==> config.mk <==
export PLATFORM = sky130hd
export DESIGN_NAME = sync_debounce_flat
export DESIGN_NICKNAME = d
export VERILOG_FILES = /design/src/rtl/sync_debounce_pkg.sv /design/src/rtl/sync_debounce_if.sv /design/src/rtl/sync_debounce_channel.sv /design/src/rtl/sync_debounce.sv /design/src/flat_wrapper.sv
export SDC_FILE = /design/constraint.sdc
export NUM_CORES = 1
export LEC_CHECK = 0
export BUFFER_PORTS_ARGS = -buffer_cell sky130_fd_sc_hd__buf_4
export CORE_AREA = 2 2 39 41
export CTS_CLUSTER_SIZE = 12
export DETAILED_ROUTE_END_ITERATION = 16
export DIE_AREA = 0 0 41 43
export GPL_TIMING_DRIVEN = 1
export PLACE_DENSITY = 0.52
export SYNTH_ARGS = -nofsm -noshare
export SYNTH_HDL_FRONTEND = slang
export SYNTH_SLANG_ARGS = --single-unit
==> constraint.sdc <==
create_clock -name clock -period 1.6 [get_ports clock]
set_input_delay 0.08 -clock clock [delete_from_list [all_inputs] [get_ports clock]]
set_output_delay 0.08 -clock clock [all_outputs]
set_load 0.005 [all_outputs]
==> src/rtl/sync_debounce_pkg.sv <==
// Shared constants and helpers for the sync_debounce input conditioner.
//   SYNC_MIN_DEPTH / SYNC_MAX_DEPTH : legal synchronizer depth range
//   SYNC_MAX_STABLE                 : largest legal STABLE_CYCLES
//   sync_cnt_width()                : debounce counter width, never below 1
//   sync_params_ok()                : range check used at elaboration
package sync_pkg;

    localparam int SYNC_MIN_DEPTH  = 2;
    localparam int SYNC_MAX_DEPTH  = 8;
    localparam int SYNC_MAX_STABLE = 65535;

    function automatic int sync_cnt_width(input int stable);
        int w;
        w = $clog2(stable);
        return (w < 1) ? 1 : w;
    endfunction

    function automatic bit sync_params_ok(input int depth, input int stable);
        return (depth >= SYNC_MIN_DEPTH) && (depth <= SYNC_MAX_DEPTH) &&
               (stable >= 1) && (stable <= SYNC_MAX_STABLE);
    endfunction

endpackage

==> src/rtl/sync_debounce_if.sv <==
// Signal bundle between raw pins and the debounced core-side view.
//   in      : raw asynchronous inputs (driven by master)
//   out     : debounced, synchronized levels
//   rise    : one-cycle pulse on out 0->1, per channel
//   fall    : one-cycle pulse on out 1->0, per channel
//   changed : registered OR of rise|fall across all channels
interface sync_debounce_if #(
    parameter int WIDTH = 1
);
    logic [WIDTH-1:0] in;
    logic [WIDTH-1:0] out;
    logic [WIDTH-1:0] rise;
    logic [WIDTH-1:0] fall;
    logic             changed;

    modport master (output in, input out, rise, fall, changed);
    modport slave  (input in, output out, rise, fall, changed);
endinterface

==> src/rtl/sync_debounce_channel.sv <==
// One channel: DEPTH-flop synchronizer, debounce counter and edge registers.
//   clock, reset_n : clock and asynchronous active-low reset
//   raw            : asynchronous input bit
//   level          : debounced level
//   rise, fall     : registered single-cycle edge pulses
// Edge registers exist only when SYNC_EDGE_DETECT_EN is defined; otherwise
// rise/fall are constant 0 and level timing is unchanged.
module sync_debounce_channel
    import sync_pkg::*;
#(
    parameter int   DEPTH         = 2,
    parameter int   STABLE_CYCLES = 16,
    parameter logic RESET_VALUE   = 1'b0
) (
    input  logic clock,
    input  logic reset_n,
    input  logic raw,
    output logic level,
    output logic rise,
    output logic fall
);

    localparam int             CW       = sync_cnt_width(STABLE_CYCLES);
    localparam logic [CW-1:0]  CNT_LAST = CW'(STABLE_CYCLES - 1);

    logic [DEPTH-1:0] s;
    logic             ss;
    logic [CW-1:0]    cnt;
    logic [CW-1:0]    cnt_nxt;
    logic             level_nxt;

    assign ss = s[DEPTH-1];

    always_ff @(posedge clock or negedge reset_n) begin
        if (!reset_n) begin
            s     <= {DEPTH{RESET_VALUE}};
            cnt   <= '0;
            level <= RESET_VALUE;
        end else begin
            s     <= {s[DEPTH-2:0], raw};
            cnt   <= cnt_nxt;
            level <= level_nxt;
        end
    end

    // Any return of ss to the current level discards the partial count.
    always_comb begin
        level_nxt = level;
        cnt_nxt   = cnt;
        if (ss == level) begin
            cnt_nxt = '0;
        end else if (cnt == CNT_LAST) begin
            level_nxt = ss;
            cnt_nxt   = '0;
        end else begin
            cnt_nxt = cnt + 1'b1;
        end
    end

`ifdef SYNC_EDGE_DETECT_EN
    logic accept;
    logic rise_q;
    logic fall_q;

    assign accept = (ss != level) && (cnt == CNT_LAST);

    always_ff @(posedge clock or negedge reset_n) begin
        if (!reset_n) begin
            rise_q <= 1'b0;
            fall_q <= 1'b0;
        end else begin
            rise_q <= accept &  ss;
            fall_q <= accept & ~ss;
        end
    end

    assign rise = rise_q;
    assign fall = fall_q;
`else
    assign rise = 1'b0;
    assign fall = 1'b0;
`endif

endmodule

==> src/rtl/sync_debounce.sv <==
// Multi-channel synchronizer + debounce filter with optional edge pulses.
//   clock, reset_n : clock and asynchronous active-low reset
//   bus (slave)    : in / out / rise / fall / changed, WIDTH channels
// Optional feature macro: SYNC_EDGE_DETECT_EN (rise/fall/changed registers).
// The bus interface must be instantiated with the same WIDTH as this module.
module sync_debounce
    import sync_pkg::*;
#(
    parameter int               WIDTH         = 1,
    parameter int               DEPTH         = 2,
    parameter int               STABLE_CYCLES = 16,
    parameter logic [WIDTH-1:0] RESET_VALUE   = '0
) (
    input  logic           clock,
    input  logic           reset_n,
    sync_debounce_if.slave bus
);

    if (!sync_params_ok(DEPTH, STABLE_CYCLES)) begin : g_param_check
        $error("sync_debounce: DEPTH must be 2..8 and STABLE_CYCLES 1..65535");
    end

    logic [WIDTH-1:0] out_w;
    logic [WIDTH-1:0] rise_w;
    logic [WIDTH-1:0] fall_w;

    for (genvar i = 0; i < WIDTH; i++) begin : g_chan
        sync_debounce_channel #(
            .DEPTH         (DEPTH),
            .STABLE_CYCLES (STABLE_CYCLES),
            .RESET_VALUE   (RESET_VALUE[i])
        ) u_chan (
            .clock   (clock),
            .reset_n (reset_n),
            .raw     (bus.in[i]),
            .level   (out_w[i]),
            .rise    (rise_w[i]),
            .fall    (fall_w[i])
        );
    end

    assign bus.out  = out_w;
    assign bus.rise = rise_w;
    assign bus.fall = fall_w;

`ifdef SYNC_EDGE_DETECT_EN
    logic changed_q;

    always_ff @(posedge clock or negedge reset_n) begin
        if (!reset_n) begin
            changed_q <= 1'b0;
        end else begin
            changed_q <= |(rise_w | fall_w);
        end
    end

    assign bus.changed = changed_q;
`else
    assign bus.changed = 1'b0;
`endif

endmodule

==> src/flat_wrapper.sv <==
// flat-port wrapper written by rule: the top's interface ports become plain ports
module sync_debounce_flat import sync_pkg::*;
#(
    parameter int               WIDTH         = 1,
    parameter int               DEPTH         = 2,
    parameter int               STABLE_CYCLES = 16,
    parameter logic [WIDTH-1:0] RESET_VALUE   = '0
)
  (clock, reset_n, bus_in, bus_out, bus_rise, bus_fall, bus_changed);
  sync_debounce_if #(.WIDTH(WIDTH)) bus_i ();
  input  logic clock;
  input  logic reset_n;
  input wire logic [$bits(bus_i.in)-1:0] bus_in;
  output wire logic [$bits(bus_i.out)-1:0] bus_out;
  output wire logic [$bits(bus_i.rise)-1:0] bus_rise;
  output wire logic [$bits(bus_i.fall)-1:0] bus_fall;
  output wire logic [$bits(bus_i.changed)-1:0] bus_changed;
  assign bus_i.in = bus_in;
  assign bus_out = bus_i.out;
  assign bus_rise = bus_i.rise;
  assign bus_fall = bus_i.fall;
  assign bus_changed = bus_i.changed;
  sync_debounce #(.WIDTH(WIDTH), .DEPTH(DEPTH), .STABLE_CYCLES(STABLE_CYCLES), .RESET_VALUE(RESET_VALUE)) u_core (.clock(clock), .reset_n(reset_n), .bus(bus_i));
endmodule
==> results.txt <==
- The flow ran to the end, and the final reports show no timing, DRC or antenna violations.
* Setup repair after global routing missed its margin: no
- The region available for standard cell placement spans 1380 um2.
* Max Clock Skew: 0.361 ps
* Fill cell count: 134
* Clock buffer count from CTS: 3
* Routed wirelength normalized by instance count: approximately 9 um
* Clock-pin slew on the worst setup and hold paths: approximately 50 ps
- Summed over all instances, the cell type with the most area after synthesis is dfrtp_1.
* Post-route core utilization: 27.5%
- At the end of routability-driven placement, the weighted congestion stood at 0.591.
- Post-place setup slack: between 400 and 500 ps
* Compound-Gate Fraction of Synth Area: 4.90%
* Detailed placer's ending HPWL: between 300 and 400 um
* Peak supply drop: around 340 uV
- For this block, the routed nets add up to 432 um of wire.
* Top cells by area in the synthesized netlist: dfrtp_1 57%, buf_4 7.3%, xnor2_1 5.7%
- The initial antenna violation count came to 0.
- Row generation in the floorplan step produced 14 rows.
- CTS placed an instance of clkbuf_4 at the clock tree root.
- The hold violation total from the final report was 0.
* Post-synth cell types: 14
- The post-route netlist has between 20% and 30% of its cells at a drive strength greater than 1.
- Leakage power figure: 0.172 nW
- Register Area: 175 um2
- Sequential elements use 57.1% of the synthesized area.
- Multiplexer share of the synthesized area: 4.90%
* Number of synthesis warnings: 0
- Period utilization: 73.9%
* Register bit total from synthesis: 7
- The critical path is of the flop to flop type.
* Cell count after synthesis: 24
- The first global-routing pass estimated 793 um of wire.
- After synthesis, the mean cell area works out to around 13 um2.
- The synthesized design contains 0 enable-type register cells.
- STA puts the critical path data arrival time at roughly 1300 ps.
* Final setup fails: 0
- The number of global-route vias before repair came to 188.
- Hold is met by 187 ps.
- Share of the synthesized area in the top cell type: 57.1%
* Largest family of logic cells by synthesized area: simple AND/OR/NAND/NOR gates
- Boundary pin count: 7
- Area share of xor/xnor cells in the synthesized design: 5.71%
- Detailed routing inserted a total of around 190 vias.
* Combined area of the multi-input logic cells: 113 um2
- The die covers 1760 um2.
* Count of hold buffers inserted by post-cts repair: 2
* Power per Cell Area: 981 nW/um2
- The path class of the tightest hold or removal check is primary input to asynchronous set/reset pin.
- The synthesized netlist devotes 13.5% of its cell area to simple gates.
- Post-route total power: 373 uW
- Clock tree from TritonCTS: done
- In the final timing run, aggregate negative setup slack is 0 ps.
* Synth Area in Adders: 4.08%
- Counting instances in the post-synthesis netlist gives the leading cell types as 7 x dfrtp_1, 3 x buf_4, 2 x a21oi_1, 2 x xnor2_1.
* Critical-path maximum fanout: 4
* Port-buffer cells: 3
* Type of element launching the critical path: flop
* Post-synthesis cell area: approximately 310 um2
* Cells resized by post-CTS repair: 0
- The detailed router finished its first iteration with 0 violations.
- Clock sink count: 7
- Combined global-route utilization of all metal layers: 6.81%
- Static timing analysis puts the maximum clock frequency at 0.845 GHz.
- At the worst endpoint, the required time is 1730 ps.
- The number of antenna diodes in the final layout is 0.
* Starting Density: about 22%
* Drt first pass iters: 1
- The later pin in the worst-skew pair is clocked with a latency of 240 ps.
- The most used flip-flop cell after synthesis is dfrtp_1.
- Remaining global-route overflow: 0
- Average via count per standard cell: between 3 and 4
* Pin count of the biggest net entering global routing: 8
- Width of the die: 41 um
* Clock Tree Buf Depth: 2
- Number of H-tree branching levels: 1
- Setup slack on the critical path of the routed design comes to 417 ps.
* Cell with the most instances after synthesis: dfrtp_1
* Max-slew violation count: 0
- For this run, the post-layout net count is 37.
- For this run, design rule violations remaining after detail routing come to 0.
- Once the clock tree was built, the setup fixing pass inserted 0 buffers.
- The die is 43 um tall.
- Number of maximum-capacitance constraint violations: 0
- The setup check on the worst reg-to-reg path leaves a slack of between 400 and 500 ps.
- Tmin final: 1180 ps
- Relative to the synthesized area, the layout overhead comes to 24.1%.
- The worst setup path is captured at a flop.
- For this run, asynchronously set or reset flops after synthesis account for 100%.
- Antenna Nets Post-Route: 0
-- power breakdown --
part / internal [mW] / total [mW] / switching, mW
clock network: 0.0946 / 0.152 / 0.0570
logic: 0.0148 / 0.0273 / 0.0125
registers: 0.186 / 0.194 / 0.00809
-- sequential cells by signal, indices dropped and copies added (netlist names) --
register,flops
u_core.g_chan.u_chan.cnt,4
u_core.g_chan.u_chan.level,1
u_core.g_chan.u_chan.s,2
-- layer usage --
metal / part of all wire, % / wire (um) / track usage, %
met4: 0 / 0 / 6.00
met5: 0 / 0 / 0
met1: 33 / 142 / 7.69
met3: 3.9 / 17 / 0
met2: 63 / 272 / 10.9
-- cell type report --
type                       instances  share of cell area (%)
sequential                         7                    46.1
timing repair buffer               5                    11.2
multi-input combinational         15                    29.6
tap                               16                    5.26
clock buffer                       4                    6.91
inverter                           1                   0.987
-- cells in the final DEF, fill, tap and decap left out --
cell type	synthesis	routed
a21oi_1	2	2
buf_4	3	3
clkbuf_1	0	1
clkbuf_4	0	3
conb_1	1	3
dfrtp_1	7	7
dlygate4sd3_1	0	2
ha_1	1	1
inv_1	1	1
mux2_4	1	1
nand3_2	1	1
nand4b_1	1	1
nor2_1	1	1
nor2b_1	1	1
nor3b_2	1	1
o21ai_0	1	1
xnor2_1	2	2
-- per-stage QoR --
| stage | instances | instance area (um2) |
|---|---|---|
| final | 48 | 380 |
| after global routing | 48 | 380 |
| after CTS | 48 | 380 |
| after detailed placement | 42 | 334 |
| after global placement | 42 | 334 |
| after floorplan | 26 | 314 |
-- cell families after synthesis --
family,after synthesis
flops,7
mux,1
fa+ha+maj,1
compound gates,3
xor+xnor,2
buf+inv,4
simple gates,5
other cells,1
-- worst paths after layout --
| kind | cells after the start | to | start |
|---|---|---|---|
| worst max-delay path | 3 | u_core.g_chan[0].u_chan.level | u_core.g_chan[0].u_chan.cnt[0] |
| min in group clock | 0 | u_core.g_chan[0].u_chan.s[1] | u_core.g_chan[0].u_chan.s[0] |
| worst max register to register | 3 | u_core.g_chan[0].u_chan.level | u_core.g_chan[0].u_chan.cnt[0] |
| worst min-delay path | 2 | u_core.g_chan[0].u_chan.cnt[0] | reset_n |
| max in group asynchronous | 2 | u_core.g_chan[0].u_chan.cnt[1] | reset_n |
| worst min register to register | 0 | u_core.g_chan[0].u_chan.s[1] | u_core.g_chan[0].u_chan.s[0] |
-- worst max-delay path, cell delays in order (launching register included) --
cell and delay [ps]:
dfrtp_1 420, ha_1 260, nand3_2 90, mux2_4 290
No activity file was read; power rests on OpenSTA's default activity.
